==> src/rtl/sprite_pkg.sv <==
// sprite_pkg
//   Shared types and constants for the sprite layer: screen geometry,
//   coordinate width and the 4-way facing direction used by the renderer.
package sprite_pkg;

  localparam int SCREEN_W = 640;
  localparam int SCREEN_H = 480;
  localparam int COORD_W  = 10;

  typedef enum logic [1:0] {
    DIR_UP    = 2'd0,
    DIR_RIGHT = 2'd1,
    DIR_DOWN  = 2'd2,
    DIR_LEFT  = 2'd3
  } dir_t;

endpackage

==> src/rtl/sprite_anim_ctr.sv <==
// sprite_anim_ctr
//   Animation sequencer. Counts frame_tick pulses while anim_en is high and
//   advances the animation frame once every FRAME_PERIOD counted ticks,
//   wrapping after NUM_FRAMES frames.
// Ports:
//   vga_clk    pixel clock
//   reset      synchronous, active-high
//   frame_tick one-cycle pulse at vblank start
//   anim_en    advance enable, qualified by frame_tick in the same cycle
//   anim_frame current animation frame
module sprite_anim_ctr #(
  parameter  int FRAME_PERIOD = 8,
  parameter  int NUM_FRAMES   = 4,
  localparam int FRAME_W      = (NUM_FRAMES > 1) ? $clog2(NUM_FRAMES) : 1
) (
  input  logic               vga_clk,
  input  logic               reset,
  input  logic               frame_tick,
  input  logic               anim_en,
  output logic [FRAME_W-1:0] anim_frame
);

  // A period of 1 still needs a 1-bit counter; it simply never leaves 0.
  localparam int TICK_W = (FRAME_PERIOD > 1) ? $clog2(FRAME_PERIOD) : 1;

  logic [TICK_W-1:0] tick_cnt;

  always_ff @(posedge vga_clk) begin
    if (reset) begin
      tick_cnt   <= '0;
      anim_frame <= '0;
    end else if (frame_tick && anim_en) begin
      if (tick_cnt == TICK_W'(FRAME_PERIOD - 1)) begin
        tick_cnt <= '0;
        if (anim_frame == FRAME_W'(NUM_FRAMES - 1))
          anim_frame <= '0;
        else
          anim_frame <= anim_frame + 1'b1;
      end else begin
        tick_cnt <= tick_cnt + 1'b1;
      end
    end
  end

endmodule

==> src/rtl/sprite_renderer.sv <==
// sprite_renderer
//   Per-sprite pixel engine. Tests the beam position against a latched
//   sprite box, rotates the local coordinate by the latched direction,
//   addresses an external synchronous sprite ROM and returns the palette
//   index plus an opaque flag, 3 cycles after the coordinate is presented.
// Ports:
//   vga_clk, reset            clock and synchronous active-high reset
//   DrawX, DrawY              current beam position
//   frame_tick                vblank pulse; latches attributes, steps animation
//   enable, pos_x, pos_y, dir sprite attributes (latched on frame_tick)
//   anim_en                   animation advance enable
//   rom_addr / rom_q          sprite ROM address out, data back one cycle later
//   pixel_idx, pixel_opaque   palette index and coverage for the pixel
//   anim_frame                current animation frame
module sprite_renderer
  import sprite_pkg::*;
#(
  parameter  int SPRITE_S        = 32,
  parameter  int NUM_FRAMES      = 4,
  parameter  int FRAME_PERIOD    = 8,
  parameter  int IDX_W           = 2,
  parameter  int TRANSPARENT_IDX = 0,
  localparam int ADDR_W          = $clog2(NUM_FRAMES * SPRITE_S * SPRITE_S),
  localparam int FRAME_W         = (NUM_FRAMES > 1) ? $clog2(NUM_FRAMES) : 1
) (
  input  logic               vga_clk,
  input  logic               reset,
  input  logic [COORD_W-1:0] DrawX,
  input  logic [COORD_W-1:0] DrawY,
  input  logic               frame_tick,
  input  logic               enable,
  input  logic [COORD_W-1:0] pos_x,
  input  logic [COORD_W-1:0] pos_y,
  input  logic [1:0]         dir,
  input  logic               anim_en,
  output logic [ADDR_W-1:0]  rom_addr,
  input  logic [IDX_W-1:0]   rom_q,
  output logic [IDX_W-1:0]   pixel_idx,
  output logic               pixel_opaque,
  output logic [FRAME_W-1:0] anim_frame
);

  // One extra bit so box edges past the screen never wrap around.
  localparam int                 CW1   = COORD_W + 1;
  localparam logic [CW1-1:0]     S_MAX = CW1'(SPRITE_S - 1);
  localparam logic [CW1-1:0]     S_EXT = CW1'(SPRITE_S);

  // Attributes only move on frame_tick so a frame is drawn consistently.
  logic               en_q;
  logic [COORD_W-1:0] pos_x_q;
  logic [COORD_W-1:0] pos_y_q;
  dir_t               dir_q;

  logic [CW1-1:0]    x_ext, y_ext, px_ext, py_ext;
  logic [CW1-1:0]    lx, ly, u, v;
  logic              hit;
  logic [ADDR_W-1:0] addr_next;
  logic              hit1, hit2;

  sprite_anim_ctr #(
    .FRAME_PERIOD (FRAME_PERIOD),
    .NUM_FRAMES   (NUM_FRAMES)
  ) u_anim (
    .vga_clk    (vga_clk),
    .reset      (reset),
    .frame_tick (frame_tick),
    .anim_en    (anim_en),
    .anim_frame (anim_frame)
  );

  always_ff @(posedge vga_clk) begin
    if (reset) begin
      en_q    <= 1'b0;
      pos_x_q <= '0;
      pos_y_q <= '0;
      dir_q   <= DIR_UP;
    end else if (frame_tick) begin
      en_q    <= enable;
      pos_x_q <= pos_x;
      pos_y_q <= pos_y;
      dir_q   <= dir_t'(dir);
    end
  end

  // Box test and rotation. Out-of-box lx/ly are garbage but masked by hit.
  always_comb begin
    x_ext  = {1'b0, DrawX};
    y_ext  = {1'b0, DrawY};
    px_ext = {1'b0, pos_x_q};
    py_ext = {1'b0, pos_y_q};
    lx     = x_ext - px_ext;
    ly     = y_ext - py_ext;
    hit    = en_q
             && (x_ext >= px_ext) && (x_ext < px_ext + S_EXT)
             && (y_ext >= py_ext) && (y_ext < py_ext + S_EXT);
    u = lx;
    v = ly;
    case (dir_q)
      DIR_UP:    begin u = lx;         v = ly;         end
      DIR_RIGHT: begin u = ly;         v = S_MAX - lx; end
      DIR_DOWN:  begin u = S_MAX - lx; v = S_MAX - ly; end
      DIR_LEFT:  begin u = S_MAX - ly; v = lx;         end
      default:   begin u = lx;         v = ly;         end
    endcase
    addr_next = '0;
    if (hit)
      addr_next = ADDR_W'(anim_frame) * ADDR_W'(SPRITE_S * SPRITE_S)
                + ADDR_W'(v) * ADDR_W'(SPRITE_S)
                + ADDR_W'(u);
  end

  // Three register stages: address, ROM read (hit2 tracks it), output.
  always_ff @(posedge vga_clk) begin
    if (reset) begin
      rom_addr     <= '0;
      hit1         <= 1'b0;
      hit2         <= 1'b0;
      pixel_idx    <= '0;
      pixel_opaque <= 1'b0;
    end else begin
      rom_addr     <= addr_next;
      hit1         <= hit;
      hit2         <= hit1;
      pixel_idx    <= hit2 ? rom_q : '0;
      pixel_opaque <= hit2 && (rom_q != IDX_W'(TRANSPARENT_IDX));
    end
  end

endmodule
==> config.mk <==
export PLATFORM = sky130hd
export DESIGN_NAME = sprite_renderer
export DESIGN_NICKNAME = d
export VERILOG_FILES = /design/src/rtl/sprite_pkg.sv /design/src/rtl/sprite_anim_ctr.sv /design/src/rtl/sprite_renderer.sv
export SDC_FILE = /design/constraint.sdc
export NUM_CORES = 1
export LEC_CHECK = 0
export CORE_ASPECT_RATIO = 0.75
export CORE_MARGIN = 5
export CORE_UTILIZATION = 45
export DETAILED_ROUTE_END_ITERATION = 7
export PLACE_DENSITY = 0.69
export SETUP_SLACK_MARGIN = 0.05
export SYNTH_ARGS = -nofsm -noshare
export SYNTH_HDL_FRONTEND = slang
export SYNTH_SLANG_ARGS = --single-unit
==> constraint.sdc <==
create_clock -name vga_clk -period 9.2 [get_ports vga_clk]
set_input_delay 0.92 -clock vga_clk [delete_from_list [all_inputs] [get_ports vga_clk]]
set_output_delay 0.92 -clock vga_clk [all_outputs]
set_load 0.005 [all_outputs]
Yosys cells after proc, flatten, opt, wreduce, memory -nomap -nowiden
Index checks and enable logic that the tools add are counted.

word-level totals
  bits in registers = 45
  input port bits = 49
  output and inout bits = 17
  logic and storage cells = 47

operators by class
  $add $sub $neg = 10
  order comparisons = 4
  equality and inequality tests = 5
  mux-type cells = 4
  bitwise gates (word level) = 2
  reductions and logical operators = 11

operator list
  operator                                                                count
  11-bit one-hot mux with 4 select lines                                  1
  7-bit one-hot mux with 4 select lines                                   1
  10-bit by 6-bit adder with 11-bit output (second input constant)        2
  10-bit by 11-bit < comparator with 1-bit output                         2
  10-bit by 10-bit subtractor with 11-bit output                          2
  5-bit by 11-bit subtractor with 11-bit output (first input constant)    2
  10-bit >= comparator                                                    2
  12-bit by 11-bit adder with 12-bit output                               1
  12-bit adder                                                            1
  2-bit equality test (second input constant)                             3
  1-bit logical AND                                                       6
  2-bit OR reduction                                                      2
  3-bit by 1-bit adder with 3-bit output (second input constant)          1
  3-bit equality test (second input constant)                             1
  3-bit 2-to-1 mux                                                        1
  2-bit by 1-bit adder with 2-bit output (second input constant)          1
  2-bit by 1-bit equality test with 1-bit output (second input constant)  1
  2-bit logical NOT                                                       1
  2-bit 2-to-1 mux                                                        1
  1-bit NOT                                                               2
  2-bit AND reduction                                                     1
  2-bit nonzero test                                                      1

Longest topological paths before layout
Gate-level depths: netlist of run 1.

  word-level depth = 7
  depth in mapped cells = 21
  gate-level depth less buffers = 21

Modules after synthesis
A second synthesis of run 1 with hierarchy kept.

second synthesis, totals
  cell total of the unflattened synthesis = 464
  area, all modules = 3,900.0 um2

by module, submodules not included
  module           instances  cells each  area an instance (um2)  sequential area each (um2)
  sprite_renderer  1          440         3,636.0                 800.8
  sprite_anim_ctr  1          24          264.0                   100.1

Least setup slack after synthesis of run 1
No wires, ideal clock.

  kind = input -> register
  start point = in DrawX[0]
  end point = reg rom_addr[11]
  library setup time = 0.115 ns
  arrival = 4.346 ns
  data required time = 9.085 ns
  path slack = 4.739 ns
  stages = 19
  buffers on the path = 0
  cell sequence = inv_1 > ha_1 > fa_1 > nor2b_4 > o2111a_1 > nor3_1 > xor2_1 > ha_1 > o21ai_0 > o211a_1 > ha_1 > ha_1 > a21o_1 > a21o_1 > a21o_1 > a21oi_1 > xnor2_1 > xnor2_1 > and2_1

between the ends
  cells in the longest elaborated chain, start to end = 7
  elaborated cells between the ends (all ways) = 14
  those cells by class = add/sub (4); order compare (2); mux (2); bitwise (1); reduce/logical (5)

RTL lines
  item                                                                  RTL line                text
  start: declaration                                                    sprite_renderer.sv:28   input logic [COORD_W-1:0] DrawX,
  parallel branches: the longest is 7 deep, another holds 12-bit adder  -
  end signal: assignment                                                sprite_renderer.sv:121  rom_addr <= addr_next;
  end: declaration                                                      sprite_renderer.sv:36   output logic [ADDR_W-1:0] rom_addr,

Parallel ways; which one is timed is not known.
A chain may end at the register's enable or synchronous reset.

Worst setup path after layout of run 1
Ends and elaborated chain as after synthesis.

==> results of run 1 <==
-- area by class of cell --
class | count | area, um^2 | area share
multi-input combinational | 332 | 2580 | 0.577
tap | 105 | 131 | 0.0293
timing repair buffer | 67 | 666 | 0.148
clock buffer | 6 | 72.6 | 0.0162
clock inverter | 2 | 15.0 | 0.00335
sequential | 45 | 901 | 0.201
inverter | 30 | 113 | 0.0251
-- how the worst max path moves through the flow --
stage	from	endpoint	slack [ps]	depth (start not counted)
2_1_floorplan	DrawX[0]	rom_addr[11]	4740	19
3_3_place_gp	DrawX[0]	rom_addr[11]	4020	18
6_report	DrawX[0]	rom_addr[11]	4230	20
5_1_grt	DrawX[0]	rom_addr[11]	3990	20
4_1_cts	DrawX[0]	rom_addr[11]	4230	20
3_5_place_dp	DrawX[0]	rom_addr[11]	3900	20
-- stage by stage --
stage / utilization / std cells / worst slack (ps) / hold WS, ps
2_1_floorplan: - / 423 / 4740 / 414
3_3_place_gp: 0.555 / 579 / 4020 / 439
3_5_place_dp: 0.555 / 579 / 3900 / 444
4_1_cts: 0.566 / 587 / 4230 / 468
5_1_grt: 0.566 / 587 / 3990 / 479
6_report: 0.566 / 587 / 4230 / 465
-- critical path, cell delays in order --
cell	delay, ps
clkdlybuf4s50_1	460
inv_1	40
ha_1	240
fa_1	460
nor2b_4	140
o2111a_1	190
nor3_1	60
xor2_1	310
ha_1	320
a21oi_1	170
o21ai_0	150
ha_1	380
ha_1	230
a21o_1	180
a21o_1	190
a21o_1	180
a21oi_1	170
xnor2_1	160
xnor2_1	80
and2_1	160
-- power by group --
part | total [W] | internal (W) | switching (W) | leakage [nW]
clock network | 0.000129 | 0.0000537 | 0.0000753 | 0.0374
registers | 0.000210 | 0.000202 | 0.00000888 | 0.367
logic | 0.000286 | 0.000140 | 0.000147 | 1.52
total | 0.000626 | 0.000395 | 0.000231 | 1.93
-- cells in the final DEF (no fill, tap or decap), types with 4 or more instances in the layout --
cell | synthesis | routed
xor2_1 | 10 | 10
fa_1 | 4 | 4
clkdlybuf4s50_1 | 0 | 65
a21o_1 | 10 | 10
ha_1 | 47 | 47
mux2i_1 | 31 | 31
a21oi_1 | 24 | 24
nor2b_1 | 4 | 4
o21ai_0 | 9 | 9
and2_1 | 11 | 11
nand2_1 | 21 | 21
a31oi_1 | 5 | 5
nand3_1 | 17 | 17
nor3_1 | 12 | 12
xnor2_1 | 26 | 26
dfxtp_1 | 45 | 45
clkbuf_8 | 0 | 5
nor2_1 | 44 | 44
inv_1 | 28 | 28
-- layer usage --
| layer | global-route usage | share of wire |
|---|---|---|
| met1 | 0.227 | 0.48 |
| met2 | 0.277 | 0.45 |
| met3 | 0.0314 | 0.060 |
| met4 | 0.0324 | 0.0085 |
| met5 | 0 | 0 |
-- sequential cells by signal (all words and copies together), names as in the netlist --
signal,flops
rom_addr,12
pos_x_q,10
pos_y_q,10
u_anim.tick_cnt,3
dir_q,2
pixel_idx,2
u_anim.anim_frame,2
en_q,1
hit1,1
hit2,1
pixel_opaque,1
-- cell families after synthesis --
group,share of synthesized area
AND/OR/NAND/NOR,0.190
AO/OA/AOI/OAI,0.150
adder cells (fa/ha/maj),0.182
buffers and inverters,0.0511
flip-flops,0.245
XOR/XNOR,0.0978
multiplexers,0.0845
==> flow_summary.yaml, run 1 <==
sta:
  finalHoldViolations: 0
  clock_skew_ps: 9.95
  slew_violations: 0
  setup_viol: 0
  worstMarginPinSlew_ps: 1020
  relSlewSlack: 0.319
  rsz0062_at_grt: "no"
  max_freq_ghz: 0.201
  period_needed_ps: 4970
  fin_tns_setup_ps: 0
  period_share: 0.541
clock_network:
  cts.sinks: 45
  insertion_delay_ps: 320
  cts_tree: "yes"
  postCtsHoldBufs: 0
  cts_max_path_buffers: 2
  postCtsSetupRepairBufs: 0
  cts_root_buf: "clkbuf_8"
  cts_resized: 0
  clkTransAtPathRegs_ps: 100
  cts_made_buffers: 5
  h-tree-depth: 2
critical_path:
  cp.arrival_ps: 5180
  critPathKind: "input port to register"
  crit_path_end_kind: "register"
  rr_startpoint: "pos_y_q[3]"
  r2r_slack_ps: 4950
  r2r_cells: 16
  cp.required_ps: 9410
  startpoint_type: "input port"
  crit_fanout: 5
  r2r_end: "rom_addr[11]"
detailed_routing:
  ant_nets: 0
  routed_wl_um: 8110
  viasPerCell: 5.25
  via_count: 3080
  first_pass_iters: 4
  initialDrtViolationCount: 121
  wl_per_cell_um: 13.8
  post-route-drc-count: 0
placement:
  dp_hpwl_um: 6540
  io_buffers: 65
  gp_congestion: 0.839
  placed_area_um2: 4400
logic_synthesis:
  ys_async_sr_fraction: 0
  synth_top_flop_cell: "dfxtp_1"
  synthCells: 423
  synth.most_common_cell: "ha_1"
  syn_nets: 523
  synth_edf_count: 0
  ys_warn_count: 0
  ys_seq_elements: 45
  synth_area_leaders: "dfxtp_1 25%, ha_1 16%, mux2i_1 8.4%"
  synthTopCellsByCount: "47 x ha_1, 45 x dfxtp_1, 44 x nor2_1"
  syn_area_um2: 3670
  ys_seq_area_frac: 0.245
  synth_top_area_share: 0.245
  yosysUniqueCellTypes: 62
  synth_top_area_cell: "dfxtp_1"
  syn_area_per_cell_um2: 8.68
floorplan:
  start_util: 0.464
  rows: 28
  dieArea_um2: 10100
  io_pins: 66
  dieWidth_um: 114
  die_y_um: 88.2
  core_area_um2: 7920
layout:
  area_delta_synth_final_pct: 22.0
  diodes: 0
  stdcell_area_um2: 4480
  fillCellCount: 752
  final_nets: 581
  drive_gt1_frac: 0.0581
global_route:
  grt_pass1_wl_um: 13500
  grt_overflow: 0
  first_global_vias: 2901
  grt_start_max_net_pins: 33
  grt_usage: 0.166
  antenna_found_initial: 0
power_and_ir_drop:
  powerDensity_nw_per_um2: 140
  finalPower_w: 0.000626
  p_leak_nw: 1.93
  ir_drop_v: 0.0000806
job:
  maxCapViolations: 0
min_path:
  holdPathStages: 1
  hold_path.startpoint: "hit1"
  hold_path.class: "register to register"
  hold_end: "hit2"
run_status:
  outcome: "finished clean"
Note: power is estimated with default switching activity, not from simulation.
==> run 2, diff against run 1 <==
==> constraint.sdc (replaced) <==
create_clock -name vga_clk -period 4.6 [get_ports vga_clk]
set_input_delay 0.46 -clock vga_clk [delete_from_list [all_inputs] [get_ports vga_clk]]
set_output_delay 0.46 -clock vga_clk [all_outputs]
set_load 0.005 [all_outputs]
==> run 2 against run 1 <==
  * Clock-buffer cell count shrank 1
  * Sequential power rose by 97%
  * Highest routed layer unchanged
  * Critical path type unchanged
  * Largest power group unchanged
  * Largest cell class unchanged
  * Setup slack got worse by 4000 ps
==> flow_summary.yaml, run 2 (synthesis gave the netlist of run 1 again) <==
layout:
  drive_gt1_frac: 0.0982
  reg_top3: "rom_addr (12), pos_x_q (10), pos_y_q (10)"
  area_delta_synth_final_pct: 26.5
  multi_input_area_um2: 2620
  final_nets: 598
  final_common_cell: "clkdlybuf4s50_1"
  most-common-layout-cells: "65 x clkdlybuf4s50_1, 47 x ha_1, 45 x dfxtp_1"
  regMostFlops: "rom_addr"
  largest_reg_flops: 12
  regArea_um2: 901
  fillCellCount: 760
  diodes: 0
detailed_routing:
  ant_nets: 0
  post-route-drc-count: 0
  first_pass_iters: 4
  routed_wl_um: 8310
  viasPerCell: 5.20
  initialDrtViolationCount: 149
  wl_per_cell_um: 13.8
  via_count: 3138
min_path:
  hold_path.class: "register to register"
  holdPathStages: 1
  hold_end: "hit2"
  hold_path.startpoint: "hit1"
clock_network:
  insertion_delay_ps: 310
  cts_tree: "yes"
  cts_resized: 0
  postCtsSetupRepairBufs: 0
  cts_made_buffers: 5
  cts_root_buf: "clkbuf_8"
  h-tree-depth: 2
  cts_max_path_buffers: 2
  cts.sinks: 45
  clkTransAtPathRegs_ps: 90
  postCtsHoldBufs: 0
critical_path:
  crit_fanout: 2
  worstPathCellList: "clkdlybuf4s50_1 > inv_1 > ha_1 > fa_1 > nor2b_4 > o2111a_1 > o41a_1 > xnor2_2 > nand2_1 > or4_1 > a21oi_1 > nor4_4 > fa_1 > ha_1 > a21oi_1 > xnor2_1 > xnor2_1 > and2_1"
  critPathSlowestCell: "or4_1"
  worst_path_largest_cell_delay_ps: 530
  cp.required_ps: 4810
  critPathKind: "input port to register"
  r2r_end: "rom_addr[11]"
  cp.arrival_ps: 4610
  crit_path_end_kind: "register"
  r2r_cells: 16
  crit_family: "adder cells"
  path_buf_inv: 2
  rr_startpoint: "pos_y_q[1]"
  startpoint_type: "input port"
  r2r_slack_ps: 470
power_and_ir_drop:
  ir_drop_v: 0.000132
  p_leak_nw: 2.04
  finalPower_w: 0.00131
  powerDensity_nw_per_um2: 281
global_route:
  grt_overflow: 0
  grt_usage: 0.168
  first_global_vias: 2971
  antenna_found_initial: 0
  grt_pass1_wl_um: 13800
  grt_start_max_net_pins: 29
job:
  maxCapViolations: 0
sta:
  setup_viol: 0
  max_freq_ghz: 0.227
  period_needed_ps: 4400
  slew_violations: 0
  finalHoldViolations: 0
  period_share: 0.956
  clock_skew_ps: 6.23
  setup_ws_ps: 201
  worstMarginPinSlew_ps: 671
  whs_ps: 450
  rsz0062_at_grt: "no"
  relSlewSlack: 0.551
floorplan:
  rows: 28
  start_util: 0.464
  dieWidth_um: 114
  die_y_um: 88.2
  io_pins: 66
  dieArea_um2: 10100
  core_area_um2: 7920
placement:
  gp_congestion: 0.855
  io_buffers: 65
  preCtsSetupSlack_ps: -185
  dp_hpwl_um: 6800
run_status:
  outcome: "finished clean"
run 2: worst max path at each step:
stage	from	to	slack [ps]	depth (start not counted)
final	DrawX[0]	rom_addr[11]	200	18
after global placement	DrawX[0]	rom_addr[11]	-20	18
after detailed placement	DrawX[0]	rom_addr[11]	-180	18
after global routing	DrawX[0]	rom_addr[11]	50	18
after CTS	DrawX[0]	rom_addr[11]	150	18
after floorplan	DrawX[0]	rom_addr[11]	600	19
run 2: final cells by class:
| type | instances | share of cell area |
|---|---|---|
| flip-flops and latches | 45 | 0.194 |
| inverters | 30 | 0.0242 |
| clock buffers | 5 | 0.0148 |
| well taps | 105 | 0.0283 |
| clock inverters | 3 | 0.00485 |
| repair buffers | 84 | 0.171 |
| multi-input cells | 332 | 0.563 |
run 2: stage by stage:
step	area, um^2	setup TNS [ps]	utilization	cells
final	4650	0	0.587	604
after global routing	4650	0	0.587	604
after CTS	4610	0	0.583	604
after detailed placement	4520	-214	0.571	596
after global placement	4520	-18.0	0.571	596
after floorplan	3670	0	-	423
run 2: per-layer routing:
| layer | GRT usage | share of wire | vias up |
|---|---|---|---|
| met5 | 0 | 0 | - |
| met4 | 0.0378 | 0.010 | 0 |
| met3 | 0.0328 | 0.041 | 10 |
| met2 | 0.280 | 0.45 | 67 |
| met1 | 0.229 | 0.50 | 1420 |
| li1 | - | - | 1641 |
run 2: power by group:
group	internal, W	leakage, nW	switching [W]
clock network	0.000108	0.0481	0.000153
registers	0.000403	0.367	0.0000113
logic	0.000322	1.62	0.000309
total	0.000833	2.04	0.000473
==> run 3, diff against run 2 <==
--- a/config.mk
+++ b/config.mk
@@ -6,7 +6,7 @@
 export NUM_CORES = 1
 export LEC_CHECK = 0
 export CORE_ASPECT_RATIO = 0.75
-export CORE_MARGIN = 5
+export CORE_MARGIN = 1
 export CORE_UTILIZATION = 45
 export DETAILED_ROUTE_END_ITERATION = 7
 export PLACE_DENSITY = 0.69
==> run 3 against run 2 <==
  * Non-clock buffer count rose by 4
  * Register-to-register slack better by 20 ps
  * Clock-buffer cell count is the same
  * First-iteration DRC count decreased by 33%
  * Design area up 1.3%
  * Hold slack improved by 6.9 ps
  * Cell count is 0.50% higher
  * Sequential share of layout area fell by 0.25 points
  * Critical path depth shrank 2
  * Maximum frequency rose by 1.6%
  * Sequential power barely moved
  * Clock skew increased by 3.0 ps
  * Largest power group unchanged
==> flow_summary.yaml, run 3 (synthesis gave the netlist of run 1 again) <==
global_route:
  antenna_found_initial: 0
  grt_start_max_net_pins: 33
  grt_overflow: 0
  grt_pass1_wl_um: 13700
  grt_usage: 0.202
  first_global_vias: 3000
placement:
  dp_hpwl_um: 6510
  gp_congestion: 0.853
  io_buffers: 65
  placed_area_um2: 4540
sta:
  setup_viol: 0
  period_share: 0.941
  max_freq_ghz: 0.231
  clock_skew_ps: 9.25
  worstMarginPinSlew_ps: 474
  whs_ps: 456
  finalHoldViolations: 0
  relSlewSlack: 0.676
  period_needed_ps: 4330
  slew_violations: 0
  rsz0062_at_grt: "no"
power_and_ir_drop:
  switching_share: 0.340
  seqPwrFrac: 0.304
  clkPwrFrac: 0.215
  p_int_w: 0.000899
  power.switching_w: 0.000463
  finalPower_w: 0.00136
  pwr-share-comb: 0.481
  p_leak_nw: 2.07
  powerDensity_nw_per_um2: 289
  ir_drop_v: 0.000176
floorplan:
  die_y_um: 80.2
  core_area_um2: 7880
  dieArea_um2: 8530
  dieWidth_um: 106
  rows: 28
  io_pins: 66
  start_util: 0.466
run_status:
  outcome: "finished clean"
layout:
  drive_gt1_frac: 0.114
  regMostFlops: "rom_addr"
  final_nets: 602
  area_delta_synth_final_pct: 28.2
  most-common-layout-cells: "65 x clkdlybuf4s50_1, 46 x ha_1, 45 x dfxtp_1"
  largest_reg_flops: 12
  diodes: 0
  reg_top3: "rom_addr (12), pos_x_q (10), pos_y_q (10)"
  final_common_cell: "clkdlybuf4s50_1"
  stdcell_area_um2: 4710
detailed_routing:
  ant_nets: 0
  via_count: 3133
  wl_per_cell_um: 13.3
  viasPerCell: 5.16
  routed_wl_um: 8070
  initialDrtViolationCount: 100
  post-route-drc-count: 0
  first_pass_iters: 4
clock_network:
  cts_tree: "yes"
  clkTransAtPathRegs_ps: 80
  postCtsHoldBufs: 0
  cts_made_buffers: 5
  cts_root_buf: "clkbuf_8"
  cts_max_path_buffers: 2
  insertion_delay_ps: 300
  cts.sinks: 45
  h-tree-depth: 2
critical_path:
  cp.arrival_ps: 4520
  crit_path_end_kind: "register"
  cp.required_ps: 4790
  startpoint_type: "input port"
  crit_fanout: 6
  critPathKind: "input port to register"
  r2r_cells: 16
job:
  maxCapViolations: 0
min_path:
  hold_path.class: "register to register"
  holdPathStages: 1
[run 3: power by group through the flow]
stage          sequential [W]  combinational [W]  clock (W)
2_1_floorplan        0.000420           0.000439          0
4_1_cts              0.000415           0.000634   0.000302
6_report             0.000415           0.000654   0.000293
3_3_place_gp         0.000423           0.000617          0
5_1_grt              0.000417           0.000740   0.000319
3_5_place_dp         0.000424           0.000631          0
[run 3: final timing paths]
| check | startpoint | end | slack, ps |
|---|---|---|---|
| worst min-delay path | hit1 | hit2 | 460 |
| worst max-delay path | DrawY[4] | rom_addr[11] | 270 |
| worst max register to register | pos_y_q[4] | rom_addr[11] | 490 |
| worst min register to register | hit1 | hit2 | 460 |
[run 3: per-stage QoR]
stage,setup slack [ps],std cells,util,setup TNS (ps)
floorplan,599,423,-,0
global placement,16.3,598,0.576,0
detailed placement,-140,598,0.576,-140
CTS,162,605,0.589,0
global route,60.6,607,0.597,0
finish,271,607,0.597,0
[run 3: area by class of cell]
type / instances / area [um^2]
Clock buffer: 5 / 68.8
Clock inverter: 2 / 35.0
Sequential cell: 45 / 901
Inverter: 30 / 113
Timing Repair Buffer: 88 / 823
Fill cell: 707 / 3170
Tap cell: 105 / 131
Multi-Input combinational cell: 332 / 2640
[run 3: per-layer routing]
metal | track usage | vias up | wire (um)
met1 | 0.278 | 1435 | 4090
met4 | 0.0375 | 0 | 44
li1 | - | 1643 | -
met5 | 0 | - | 0
met2 | 0.336 | 50 | 3640
met3 | 0.0317 | 5 | 292
[run 3: timing repair]
item,4_1_cts,5_1_grt
resized for setup,0,10
buffers inserted,0,2
setup endpoints to repair,0,1
[run 3: worst max-delay path: stages]
cell and delay [ps]:
clkdlybuf4s50_1 410, ha_1 410, a21o_1 200, a21oi_1 190, o21ai_2 110, or4_1 410, nand3_1 120, or3b_4 390
and4_4 200, nor4_4 300, fa_1 470, ha_1 340, a21oi_2 140, xnor2_1 150, xnor2_1 80, and2_1 150
==> edit 1: new RTL, settings of run 1 <==
`FRAME_PERIOD` is set to 8 in 2 places; all go to 16.
--- a/src/rtl/sprite_anim_ctr.sv
+++ b/src/rtl/sprite_anim_ctr.sv
@@ -9,7 +9,7 @@
 //   anim_en    advance enable, qualified by frame_tick in the same cycle
 //   anim_frame current animation frame
 module sprite_anim_ctr #(
-  parameter  int FRAME_PERIOD = 8,
+  parameter  int FRAME_PERIOD = 16,
   parameter  int NUM_FRAMES   = 4,
   localparam int FRAME_W      = (NUM_FRAMES > 1) ? $clog2(NUM_FRAMES) : 1
 ) (
--- a/src/rtl/sprite_renderer.sv
+++ b/src/rtl/sprite_renderer.sv
@@ -17,7 +17,7 @@
 #(
   parameter  int SPRITE_S        = 32,
   parameter  int NUM_FRAMES      = 4,
-  parameter  int FRAME_PERIOD    = 8,
+  parameter  int FRAME_PERIOD    = 16,
   parameter  int IDX_W           = 2,
   parameter  int TRANSPARENT_IDX = 0,
   localparam int ADDR_W          = $clog2(NUM_FRAMES * SPRITE_S * SPRITE_S),
Check against the original RTL: not equivalent (a bounded check fails within 10 cycles, from zero or initial values and one cycle with reset high).
==> edit 1 against run 1 <==
  * Routed wire length is 7.0% higher
  * Power is essentially flat
  * Area after synthesis is the same
  * Clock skew shrank 0.0033 ns
  * Sequential cell count increased by 1
  * Hold slack worse by 0.011 ns
  * First-iteration DRC count rose by 65%
  * Sequential share of layout area is 0.36 points higher
  * Synthesized cell count up 0.24%
  * Worst setup slack worse by 0.12 ns
  * Die area unchanged
  * Final area up 0.45%
  * Critical path type unchanged
  * Largest cell class unchanged
  * Largest power group unchanged
==> edit 1: results (changes against run 1) <==
[power]
ir_drop_mv=0.0769  ; -4.5%
p_leak_nw=1.90  ; -1.3%

[place]
gp_congestion=0.846  ; +0.81%
dpl-instance-area_um2=4420  ; +0.48%
dpl.hpwl_mm=6.98  ; +6.7%

[worst_setup_path]
worstPathMaxFanout=6  ; +1
rrSetupSlack_ns=4.85  ; -0.10 ns
worstPathArrival_ns=5.26  ; +0.08 ns
reg2reg_from=pos_y_q[2]
ff2ff_path_depth=19  ; +3

[outcome]
status=finished, final reports clean

[global_routing]
grt_usage_pct=17.6  ; +1.0 points
grt_pass1_wl_mm=14.4  ; +6.3%
grt_max_degree=34  ; +3.0%
grt_pass1_vias=2968  ; +2.3%

[finish]
drive_gt1_share_pct=5.15  ; -0.65 points
fill_cells=764  ; +1.6%

[synth]
synthMuxAreaShare_pct=8.99  ; +0.54 points
synthTopCellsByCount=nor2_1, dfxtp_1, ha_1
yosys-top-cells-area=dfxtp_1, ha_1, mux2i_1, xnor2_1, nor2_1
synth-xor-area-share_pct=8.86  ; -0.92 points
synth_compound_area_share_pct=15.4  ; +0.37 points
synth.yosys.seq_area_share_pct=25.1  ; +0.54 points

[drt]
wl_per_cell_um=14.7  ; +6.5%
via_per_inst=5.36  ; +2.1%
drtIter0Drc=200  ; +65%

[timing]
slew_headroom_pct=35.9  ; +4.0 points

[clock_tree]
clk_latency_ns=0.30  ; -0.02 ns

-- edit 1: cell types whose count changed after synthesis, sizes merged, moves of 3 or more --
cell | before | now
nand2 | 21 | 14
and3 | 0 | 5
a21o | 11 | 7
o21ai | 10 | 16
nor2 | 44 | 48
nand4 | 2 | 6
o21a | 3 | 6
and2 | 11 | 6
nor4 | 2 | 6
-- edit 1: logic make-up after synthesis --
logic type | count (synthesis)
AOI/OAI and AO/OA | 83
and+or+nand+nor | 134
muxes | 33
adders and majority gates | 50
xor gates and xnor gates | 35
DFF | 46
buffers and inverters | 43
-- edit 1: area by class of cell --
| class | instances | area [µm²] | area share (%) |
|---|---|---|---|
| multi-input cells | 335 | 2590 | 57.5 |
| flip-flops and latches | 46 | 921 | 20.5 |
| repair buffers | 67 | 666 | 14.8 |
| well taps | 105 | 131 | 2.92 |
| inverters | 29 | 109 | 2.42 |
| clock buffers | 6 | 72.6 | 1.61 |
| clock inverters | 2 | 13.8 | 0.306 |
-- edit 1: worst max-delay path, delay by kind of cell --
family | cells | cell delay, ns
buf+inv | 2 | 0.49
fa+ha+maj | 5 | 1.63
xor+xnor | 2 | 0.30
simple gates | 3 | 0.28
mux | 1 | 0.16
compound gates | 8 | 1.48
-- edit 1: per-layer routing --
layer	vias to the layer above	global-route usage, %	wire length, µm	share of wire, %
li1	1634	-	-	-
met1	1446	27.1	4460	51
met2	77	25.6	3660	42
met3	4	3.62	526	6.1
met4	0	2.91	42	0.48
met5	-	0	0	0
-- edit 1: worst max path at each step --
stage / startpoint / endpoint / slack [ns]
after floorplan: DrawY[2] / rom_addr[11] / 4.60
after global placement: DrawY[2] / rom_addr[11] / 3.95
after detailed placement: DrawX[0] / rom_addr[11] / 3.83
after CTS: DrawX[0] / rom_addr[11] / 4.13
after global routing: DrawX[0] / rom_addr[11] / 3.67
final: DrawX[0] / rom_addr[11] / 4.11
-- edit 1: power breakdown --
| group | leakage (nW) | total (W) | switching [W] | internal (W) |
|---|---|---|---|---|
| clock network | 0.0452 | 0.000126 | 0.0000720 | 0.0000538 |
| registers | 0.375 | 0.000216 | 0.0000102 | 0.000206 |
| logic | 1.48 | 0.000284 | 0.000148 | 0.000136 |
-- edit 1: metrics by stage --
stage               util (%)  total power [W]  cells  setup WS, ns  hold slack, ns
detailed placement      55.8         0.000500    582          3.83           0.436
CTS                     56.9         0.000629    590          4.13           0.460
floorplan                  -         0.000429    424          4.60           0.414
finish                  56.9         0.000626    590          4.11           0.454
global placement        55.8         0.000495    582          3.95           0.441
global route            56.9         0.000679    590          3.67           0.488
==> edit 2: new RTL, config.mk and constraints of run 1 <==
Made on the original files. Reset style: asynchronous (`reset`), changed in 3 clocked blocks. Comments in the files are not updated.
--- a/src/rtl/sprite_anim_ctr.sv
+++ b/src/rtl/sprite_anim_ctr.sv
@@ -25,7 +25,7 @@
 
   logic [TICK_W-1:0] tick_cnt;
 
-  always_ff @(posedge vga_clk) begin
+  always_ff @(posedge vga_clk or posedge reset) begin
     if (reset) begin
       tick_cnt   <= '0;
       anim_frame <= '0;
--- a/src/rtl/sprite_renderer.sv
+++ b/src/rtl/sprite_renderer.sv
@@ -68,7 +68,7 @@
     .anim_frame (anim_frame)
   );
 
-  always_ff @(posedge vga_clk) begin
+  always_ff @(posedge vga_clk or posedge reset) begin
     if (reset) begin
       en_q    <= 1'b0;
       pos_x_q <= '0;
@@ -110,7 +110,7 @@
   end
 
   // Three register stages: address, ROM read (hit2 tracks it), output.
-  always_ff @(posedge vga_clk) begin
+  always_ff @(posedge vga_clk or posedge reset) begin
     if (reset) begin
       rom_addr     <= '0;
       hit1         <= 1'b0;
Formal check against the unedited RTL: differs if reset is asserted again (counterexample within 4 cycles, from zero or initial values and one cycle with reset high); with reset held inactive, the same outputs for 10 cycles.
==> edit 2 against run 1 <==
  * Sequential cell count unchanged
  * Power increased by 31%
  * Critical path type unchanged
  * Routed wire length increased by 5.4%
  * Register-to-register slack got worse by 0.11 ns
  * Clock skew increased by 0.0017 ns
  * Sequential share of layout area increased by 4.6 points
  * Final area increased by 1.9%
  * Area after synthesis increased by 1.7%
  * Worst setup slack got worse by 0.096 ns
==> edit 2: results (changes against run 1) <==
[place]
dpl.hpwl_mm=6.77  ; +3.5%
dpl-instance-area_um2=4460  ; +1.5%
pre_cts_slack_ns=3.85  ; -0.0443 ns
gp_congestion=0.856  ; +1.9%

[power]
p_clk_share_pct=18.4  ; -2.2 points
p_per_area_nw_per_um2=180  ; +29%
ir_drop_mv=0.128  ; +59%
p_leak_nw=2.10  ; +9.0%
sequentialPowerShare_pct=29.5  ; -4.1 points
p_sw_share_pct=37.9  ; +1.0 points

[clock_tree]
clock_path_buffers=2  ; unchanged
clk_latency_ns=0.30  ; -0.02 ns

[global_routing]
grt_use_met1_pct=24.8  ; +2.1 points
grt_max_degree=46  ; +39%
grt_pass1_wl_mm=14.3  ; +5.5%
grt_use_met3_pct=3.65  ; +0.51 points
grt_util_met2_pct=27.6  ; -0.057 points
grt_pass1_vias=3008  ; +3.7%
grt_usage_pct=17.4  ; +0.77 points

[worst_setup_path]
worstPathMaxFanout=3  ; -2
reg2reg_from=pos_y_q[0]
ff2ff_path_depth=22  ; +6
cp-endpoint=rom_addr[11]
max_stage_delay_ns=0.52  ; +0.06 ns
cp-startpoint=DrawY[0]
crit_path_top_delay_cell=or4_1
rrSetupSlack_ns=4.84  ; -0.11 ns

[worst_hold_path]
hold_depth=0  ; -1
min_to=hit2
min_from=hit1

[outcome]
status=finished, final reports clean

[drt]
met1_length_mm=4.15  ; +7.2%
vias=3089  ; +0.29%
wl_met3_um=520  ; +6.8%
drtIter0Drc=187  ; +55%
drt-total-wl_mm=8.56  ; +5.4%
drtPass1Iterations=4  ; unchanged
wl_per_cell_um=14.9  ; +7.6%
wl_met2_mm=3.82  ; +3.7%

[timing]
slew_headroom_pct=37.2  ; +5.3 points
hold_ws_ns=0.354  ; -0.110 ns
fin_ws_ns=4.13  ; -0.0965 ns
clock-skew-final_ns=0.0117  ; +0.00172 ns

[synth]
yosys-top-cells-area=dfrtp_1, ha_1, xnor2_1, o21ai_0, inv_1
synth.yosys.seq_area_share_pct=30.1  ; +5.6 points
synth.distinct_cells=61  ; -1.6%
ys.flop_type=dfrtp_1
ys_async_sr_fraction_pct=100  ; +100 points
synthesis.nets=511  ; -2.3%
synthTopCellsByCount=ha_1, dfrtp_1, inv_1
syn_area_per_cell_um2=9.09  ; +4.7%

[finish]
fin_nets=570  ; -1.9%
drive_gt1_share_pct=5.96  ; +0.15 points

==> edit 2: changes by cell type after synthesis, moves of 4 or more <==
cell	before	now
dfrtp_1	0	45
dfxtp_1	45	0
nor2_1	44	16
o21ai_0	9	35
mux2i_1	31	8
inv_1	28	40
nand2_1	21	30
nand3_1	17	10
xor2_1	10	3
mux2_2	0	6
nor3_1	12	8
xnor2_1	26	30
==> edit 2: area by class of cell <==
| class | instances | area, µm² |
|---|---|---|
| fill | 745 | 3420 |
| multi-input combinational | 311 | 2390 |
| timing repair buffer | 66 | 658 |
| clock inverter | 2 | 35.0 |
| tap | 105 | 131 |
| clock buffer | 5 | 68.8 |
| inverter | 41 | 154 |
| sequential | 45 | 1130 |
==> edit 2: cells by family after synthesis <==
family	after synthesis	synth area share (%)
buffers and inverters	55	5.79
and+or+nand+nor	100	13.6
muxes	14	3.95
adders and majority gates	51	17.9
AOI/OAI and AO/OA	112	20.5
DFF	45	30.1
xor gates and xnor gates	34	8.17
